## src/rtl/branch_predict_unit.sv

```systemverilog
// Branch resolve and predict unit.
// Resolves a branch one cycle after it is presented by execute, compares the
// outcome against the prediction fetch used, and drives a registered redirect.
// Keeps a direct-mapped table of 2-bit saturating direction counters (BHT) and
// a tagged target buffer (BTB). Fetch reads both combinationally to form its
// next-PC prediction.

module branch_predict_unit #(
    parameter int         XLEN      = 32,
    parameter int         BHT_DEPTH = 16,
    parameter logic [1:0] CTR_INIT  = 2'b01,
    parameter int         PERF_W    = 16
) (
    input  logic              clk,
    input  logic              rst_n,

    // Fetch-side lookup
    input  logic [XLEN-1:0]   fetch_pc,
    output logic              pred_taken,
    output logic [XLEN-1:0]   pred_target,
    output logic              pred_hit,

    // Execute-side resolve
    input  logic              invalid,
    input  logic [1:0]        branch_condition,
    input  logic [XLEN-1:0]   alu_result,
    input  logic [XLEN-1:0]   branch_pc,
    input  logic [XLEN-1:0]   branch_base,
    input  logic [XLEN-1:0]   immediate,
    input  logic              predicted_taken,
    input  logic [XLEN-1:0]   predicted_target,

    // Registered resolve results
    output logic              branch_taken,
    output logic [XLEN-1:0]   branch_addr,
    output logic              mispredict,
    output logic [XLEN-1:0]   redirect_addr,
    output logic [PERF_W-1:0] mispredict_count
);

    // Branch condition encodings shared with the decoder.
    localparam logic [1:0] BRANCH_ALU_ZERO    = 2'b00;
    localparam logic [1:0] BRANCH_ALU_NONZERO = 2'b01;
    localparam logic [1:0] BRANCH_FORCE_FALSE = 2'b10;
    localparam logic [1:0] BRANCH_FORCE_TRUE  = 2'b11;

    localparam int IDX_W = $clog2(BHT_DEPTH);
    localparam int TAG_W = XLEN - IDX_W - 2;

    // ------------------------------------------------------------------
    // Prediction tables
    // ------------------------------------------------------------------
    logic [1:0]       ctr_q        [BHT_DEPTH];
    logic             btb_valid_q  [BHT_DEPTH];
    logic [TAG_W-1:0] btb_tag_q    [BHT_DEPTH];
    logic [XLEN-1:0]  btb_target_q [BHT_DEPTH];

    // ------------------------------------------------------------------
    // Fetch lookup: purely combinational on the current table contents,
    // so an update landing on this edge is seen only from the next cycle.
    // ------------------------------------------------------------------
    logic [IDX_W-1:0] fetch_idx;
    logic [TAG_W-1:0] fetch_tag;
    logic             unused_fetch_lsb;

    assign fetch_idx        = fetch_pc[IDX_W+1:2];
    assign fetch_tag        = fetch_pc[XLEN-1:IDX_W+2];
    assign unused_fetch_lsb = ^fetch_pc[1:0];

    // Hit requires a valid entry whose tag matches; direction needs a hit too.
    always_comb begin
        pred_hit    = btb_valid_q[fetch_idx] && (btb_tag_q[fetch_idx] == fetch_tag);
        pred_taken  = pred_hit && ctr_q[fetch_idx][1];
        pred_target = btb_target_q[fetch_idx];
    end

    // ------------------------------------------------------------------
    // Resolve datapath
    // ------------------------------------------------------------------
    logic              res_taken;
    logic [XLEN-1:0]   res_target;
    logic [XLEN-1:0]   res_fallthru;
    logic              res_mispredict;
    logic [IDX_W-1:0]  res_idx;
    logic [TAG_W-1:0]  res_tag;
    logic              res_is_cond;
    logic              res_is_force_true;

    assign res_target        = branch_base + immediate;
    assign res_fallthru      = branch_pc + XLEN'(4);
    assign res_idx           = branch_pc[IDX_W+1:2];
    assign res_tag           = branch_pc[XLEN-1:IDX_W+2];
    assign res_is_cond       = (branch_condition == BRANCH_ALU_ZERO) ||
                               (branch_condition == BRANCH_ALU_NONZERO);
    assign res_is_force_true = (branch_condition == BRANCH_FORCE_TRUE);

    // Decode the resolved direction from the condition and the ALU result.
    always_comb begin
        res_taken = 1'b0;
        case (branch_condition)
            BRANCH_ALU_ZERO:    res_taken = (alu_result == '0);
            BRANCH_ALU_NONZERO: res_taken = (alu_result != '0);
            BRANCH_FORCE_FALSE: res_taken = 1'b0;
            BRANCH_FORCE_TRUE:  res_taken = 1'b1;
            default:            res_taken = 1'b0;
        endcase
    end

    // A wrong direction, or a right "taken" guess with the wrong target, both redirect.
    always_comb begin
        res_mispredict = (res_taken != predicted_taken) ||
                         (res_taken && predicted_taken && (predicted_target != res_target));
    end

    // ------------------------------------------------------------------
    // Table update control
    // ------------------------------------------------------------------
    logic       ctr_we;
    logic [1:0] ctr_cur;
    logic [1:0] ctr_d;
    logic       btb_we;

    assign ctr_cur = ctr_q[res_idx];

    // Conditional branches train the counter; unconditional jumps pin it to strong taken.
    always_comb begin
        ctr_we = 1'b0;
        ctr_d  = ctr_cur;
        btb_we = 1'b0;
        if (!invalid) begin
            if (res_is_cond) begin
                ctr_we = 1'b1;
                if (res_taken) begin
                    ctr_d  = (ctr_cur == 2'b11) ? 2'b11 : ctr_cur + 2'b01;
                    btb_we = 1'b1;
                end else begin
                    ctr_d  = (ctr_cur == 2'b00) ? 2'b00 : ctr_cur - 2'b01;
                end
            end else if (res_is_force_true) begin
                ctr_we = 1'b1;
                ctr_d  = 2'b11;
                btb_we = 1'b1;
            end
        end
    end

    // Table storage; reset clears the BTB and returns every counter to its initial bias.
    always_ff @(posedge clk or negedge rst_n) begin
        if (!rst_n) begin
            for (int i = 0; i < BHT_DEPTH; i++) begin
                ctr_q[i]        <= CTR_INIT;
                btb_valid_q[i]  <= 1'b0;
                btb_tag_q[i]    <= '0;
                btb_target_q[i] <= '0;
            end
        end else begin
            if (ctr_we) begin
                ctr_q[res_idx] <= ctr_d;
            end
            if (btb_we) begin
                // Direct-mapped: an entry with a different tag is simply replaced.
                btb_valid_q[res_idx]  <= 1'b1;
                btb_tag_q[res_idx]    <= res_tag;
                btb_target_q[res_idx] <= res_target;
            end
        end
    end

    // ------------------------------------------------------------------
    // Registered resolve outputs
    // ------------------------------------------------------------------
    logic              branch_taken_q,  branch_taken_d;
    logic [XLEN-1:0]   branch_addr_q,   branch_addr_d;
    logic              mispredict_q,    mispredict_d;
    logic [XLEN-1:0]   redirect_addr_q, redirect_addr_d;
    logic [PERF_W-1:0] count_q,         count_d;

    // Bubbles clear the pulses but leave the address registers holding their last value.
    always_comb begin
        branch_taken_d  = 1'b0;
        mispredict_d    = 1'b0;
        branch_addr_d   = branch_addr_q;
        redirect_addr_d = redirect_addr_q;
        count_d         = count_q;
        if (!invalid) begin
            branch_taken_d  = res_taken;
            mispredict_d    = res_mispredict;
            branch_addr_d   = res_target;
            redirect_addr_d = res_taken ? res_target : res_fallthru;
            if (res_mispredict && (count_q != {PERF_W{1'b1}})) begin
                count_d = count_q + PERF_W'(1);
            end
        end
    end

    // Output registers; an asynchronous reset discards whatever was resolving.
    always_ff @(posedge clk or negedge rst_n) begin
        if (!rst_n) begin
            branch_taken_q  <= 1'b0;
            branch_addr_q   <= '0;
            mispredict_q    <= 1'b0;
            redirect_addr_q <= '0;
            count_q         <= '0;
        end else begin
            branch_taken_q  <= branch_taken_d;
            branch_addr_q   <= branch_addr_d;
            mispredict_q    <= mispredict_d;
            redirect_addr_q <= redirect_addr_d;
            count_q         <= count_d;
        end
    end

    assign branch_taken     = branch_taken_q;
    assign branch_addr      = branch_addr_q;
    assign mispredict       = mispredict_q;
    assign redirect_addr    = redirect_addr_q;
    assign mispredict_count = count_q;

endmodule

```

## config.mk

```make
export PLATFORM = sky130hd
export DESIGN_NAME = branch_predict_unit
export DESIGN_NICKNAME = d
export VERILOG_FILES = /design/src/rtl/branch_predict_unit.sv
export SDC_FILE = /design/constraint.sdc
export NUM_CORES = 2
export LEC_CHECK = 0
export ABC_CLOCK_PERIOD_IN_PS = 4250
export CORE_ASPECT_RATIO = 0.75
export CORE_MARGIN = 10
export CORE_UTILIZATION = 45
export CTS_BUF_LIST = sky130_fd_sc_hd__clkbuf_16
export DETAILED_ROUTE_END_ITERATION = 6
export MAX_ROUTING_LAYER = met4
export PLACE_DENSITY_LB_ADDON = 0.25
export SLEW_MARGIN = 0
export SYNTH_ARGS = -nofsm -noshare
export SYNTH_HDL_FRONTEND = slang
export SYNTH_SLANG_ARGS = --single-unit
```

## constraint.sdc

```tcl
create_clock -name clk -period 4.25 [get_ports clk]
set_clock_uncertainty 0.15 [all_clocks]
set_input_delay 0.6375 -clock clk [delete_from_list [all_inputs] [get_ports clk]]
set_output_delay 0.6375 -clock clk [all_outputs]
set_load 0.005 [all_outputs]
```

==> metrics.cfg <==
[logic_synthesis]
synth_top_cell_by_area = dfrtp_1
syn_nets = 4271
synth_area_leaders = dfrtp_1 (52%), mux4_2 (14%), mux2_2 (10%), o21ai_0 (5.8%), nand2_1 (4.8%)
synth-seq-cells = 1058
yosys.cell_types.count = 85
yosysSeqAreaShare_pct = 53.2
ys_warn_count = 0
synth_top_area_share_pct = 52.4
async_flop_share_pct = 100
synthFlopType = dfrtp_1
synth_commonest_cells = dfrtp_1 (1042), nand2_1 (638), o21ai_0 (575)
avgSynthCellArea_sq_um = 12.3
syn_inst = 4035
synth.most_common_cell = dfrtp_1
syn-cell-area_sq_mm = 0.0498
synth_edf_count = 0

[clock_tree]
clk_path_buf_depth = 3
clk_pin_slew_ns = 0.06
cts_max_level = 3
cts_sinks = 1058
clk_latency_ns = 0.70
cts_root_buf = clkbuf_16
cts_buffers = 103
tritoncts = done

[cells_and_area]
area_growth_pct = 24.3
fill_cells = 9066
design_area_sq_mm = 0.0619
multi_input_area_sq_mm = 0.0223
post-route-util_pct = 56.5
final_nets = 4804
drive_gt1_share_pct = 32.3
seqCellArea_sq_mm = 0.0265

[setup_path]
worstPathCellList = mux4_2 -> mux4_2 -> xnor2_2 -> nand4_1 -> nor2_2 -> nand3_2 -> nor4_4 -> buf_6 -> and2_4 -> buf_6
slowest_delay_ns = 0.52
endpoint_kind = primary output
required_ns = 3.46
critPathLaunchType = flop
cp.buffers_inverters = 2
arrival_ns = 3.48
crit_fanout = 2
crit_type = reg2out
path_delay_family = multiplexers
critPathSlowestCell = mux4_2

[detailed_routing]
routedWlPerCell_um = 24.6
via_count = 34852
drc = 0
dr.pass1.iters = 5
via_per_inst = 5.71
ant_nets = 0
drt_iter0_markers = 3087
routed_wl_um = 150000

[global_routing]
grt_pass1_vias = 35753
grt_max_degree = 122
grt_remaining_overflow = 0
antenna_found_initial = 9
grt_use_total_pct = 24.8
grt_pass1_wl_um = 229000

[placed_design]
finalWeightedCongestion = 0.926
dp_hpwl_um = 106000
place_area_sq_mm = 0.0583
portBuffers = 311

[floorplanning]
rows = 105
fp.dieArea_sq_mm = 0.124
die_w_um = 404
start_util_pct = 45.4
die_h_um = 308
core_area_sq_mm = 0.110
pin_count = 314

[sta]
fin_crit_sh_pct = 100
rsz0062_at_grt = yes
setup_viol = 1
worst_slew_pin_slew_ns = 1.16
fin_crit_ns = 4.27
hold_viol_final = 0
relSlewSlack_pct = 21.9
layout_setup_ws_ns = -0.0160
fmax_mhz = 234
slew_viol_final = 0

[power_and_ir_drop]
peakVddDrop_mv = 0.343
leakagePower_nw = 27.9
power.density_mw_per_mm2 = 476

[run]
cap_viol_max_count = 0

[worst_hold_path]
worst_hold_path_type = reg2reg

[run_status]
status = finished, violations left
violations = negative setup slack

cell type report:
cell class / instances / area share, %
antenna: 4 / 0.0162
clock buffer: 107 / 4.33
clock inverter: 81 / 1.07
inverter: 23 / 0.140
multi-input combinational: 2598 / 36.0
sequential: 1058 / 42.8
tap: 1444 / 2.92
timing repair buffer: 784 / 12.7
layout by cell type, fill, tap and decap left out, types with 63 or more instances in the layout:
cell type	synthesis	routed
clkdlybuf4s50_1	0	272
a21oi_1	64	63
buf_12	0	87
o21ai_0	575	575
nor2_1	93	92
mux4_2	307	307
buf_4	1	378
nand2_1	638	622
clkbuf_16	0	108
mux2_2	459	459
dfrtp_1	1042	1042
metal layers:
layer / wire (um) / track usage, % / part of all wire (%) / vias up
met5: 0 / - / 0 / -
met4: 2370 / 4.40 / 1.6 / 0
met3: 11900 / 5.52 / 8.0 / 162
met2: 66900 / 36.3 / 45 / 1152
met1: 68800 / 36.0 / 46 / 18004
li1: - / - / - / 15534
path summary, 6_finish.rpt:
path	from	to	slack, ns	cells past startpoint
worst min-delay path	btb_valid_q[10]	btb_valid_q[10]	0.31	1
worst min register to register	btb_valid_q[10]	btb_valid_q[10]	0.31	1
worst max-delay path	btb_tag_q[134]	pred_taken	-0.02	10
max in group asynchronous	rst_n	btb_tag_q[25]	2.31	3
min in group asynchronous	rst_n	btb_target_q[337]	0.39	2
worst max register to register	mispredict_count[0]	mispredict_count[15]	1.82	9
stage by stage:
step | total power, W | TNS (ns) | worst slack [ns] | hold WS (ns) | cells
CTS | 0.0296 | -0.241 | -0.241 | 0.315 | 6094
global placement | 0.0202 | -346.10 | -0.993 | 0.296 | 5905
global route | 0.0309 | -0.313 | -0.189 | 0.321 | 6099
detailed placement | 0.0204 | -365.87 | -1.02 | 0.300 | 5905
floorplan | 0.0173 | -0.0201 | -0.00961 | 0.192 | 4035
finish | 0.0294 | -0.0160 | -0.0160 | 0.314 | 6099
what timing repair did:
item,CTS,global route
resized for setup,38,46
hold buffers,1,0
endpoints found under the setup margin,26,31
pin swaps,21,29
gates cloned,0,1
endpoints found under the hold margin,59,0
buffers inserted,4,1
state kept, by name, indices dropped and copies added, names as in the netlist:
signal	cells
branch_taken	1
branch_addr	32
btb_target_q	512
redirect_addr	32
btb_tag_q	416
ctr_q	32
mispredict	1
mispredict_count	16
btb_valid_q	16
power breakdown:
group | leakage [nW] | internal [W] | switching (W)
clock network | 1.70 | 0.00510 | 0.00404
logic | 12.7 | 0.00365 | 0.00311
registers | 13.5 | 0.0124 | 0.00120
total | 27.9 | 0.0211 | 0.00835
cells by family (layout without fill, tap and decap cells):
group | Yosys count | after routing | share of synthesized area (%)
multiplexers | 779 | 779 | 24.5
AO/OA/AOI/OAI | 746 | 746 | 8.23
AND/OR/NAND/NOR | 912 | 912 | 7.75
adder cells (fa/ha/maj) | 38 | 38 | 0.970
other | 0 | 4 | 0
flip-flops | 1058 | 1058 | 53.2
buffers and inverters | 379 | 995 | 2.96
XOR/XNOR | 123 | 123 | 2.31
No activity file was read; power rests on OpenSTA's default activity.
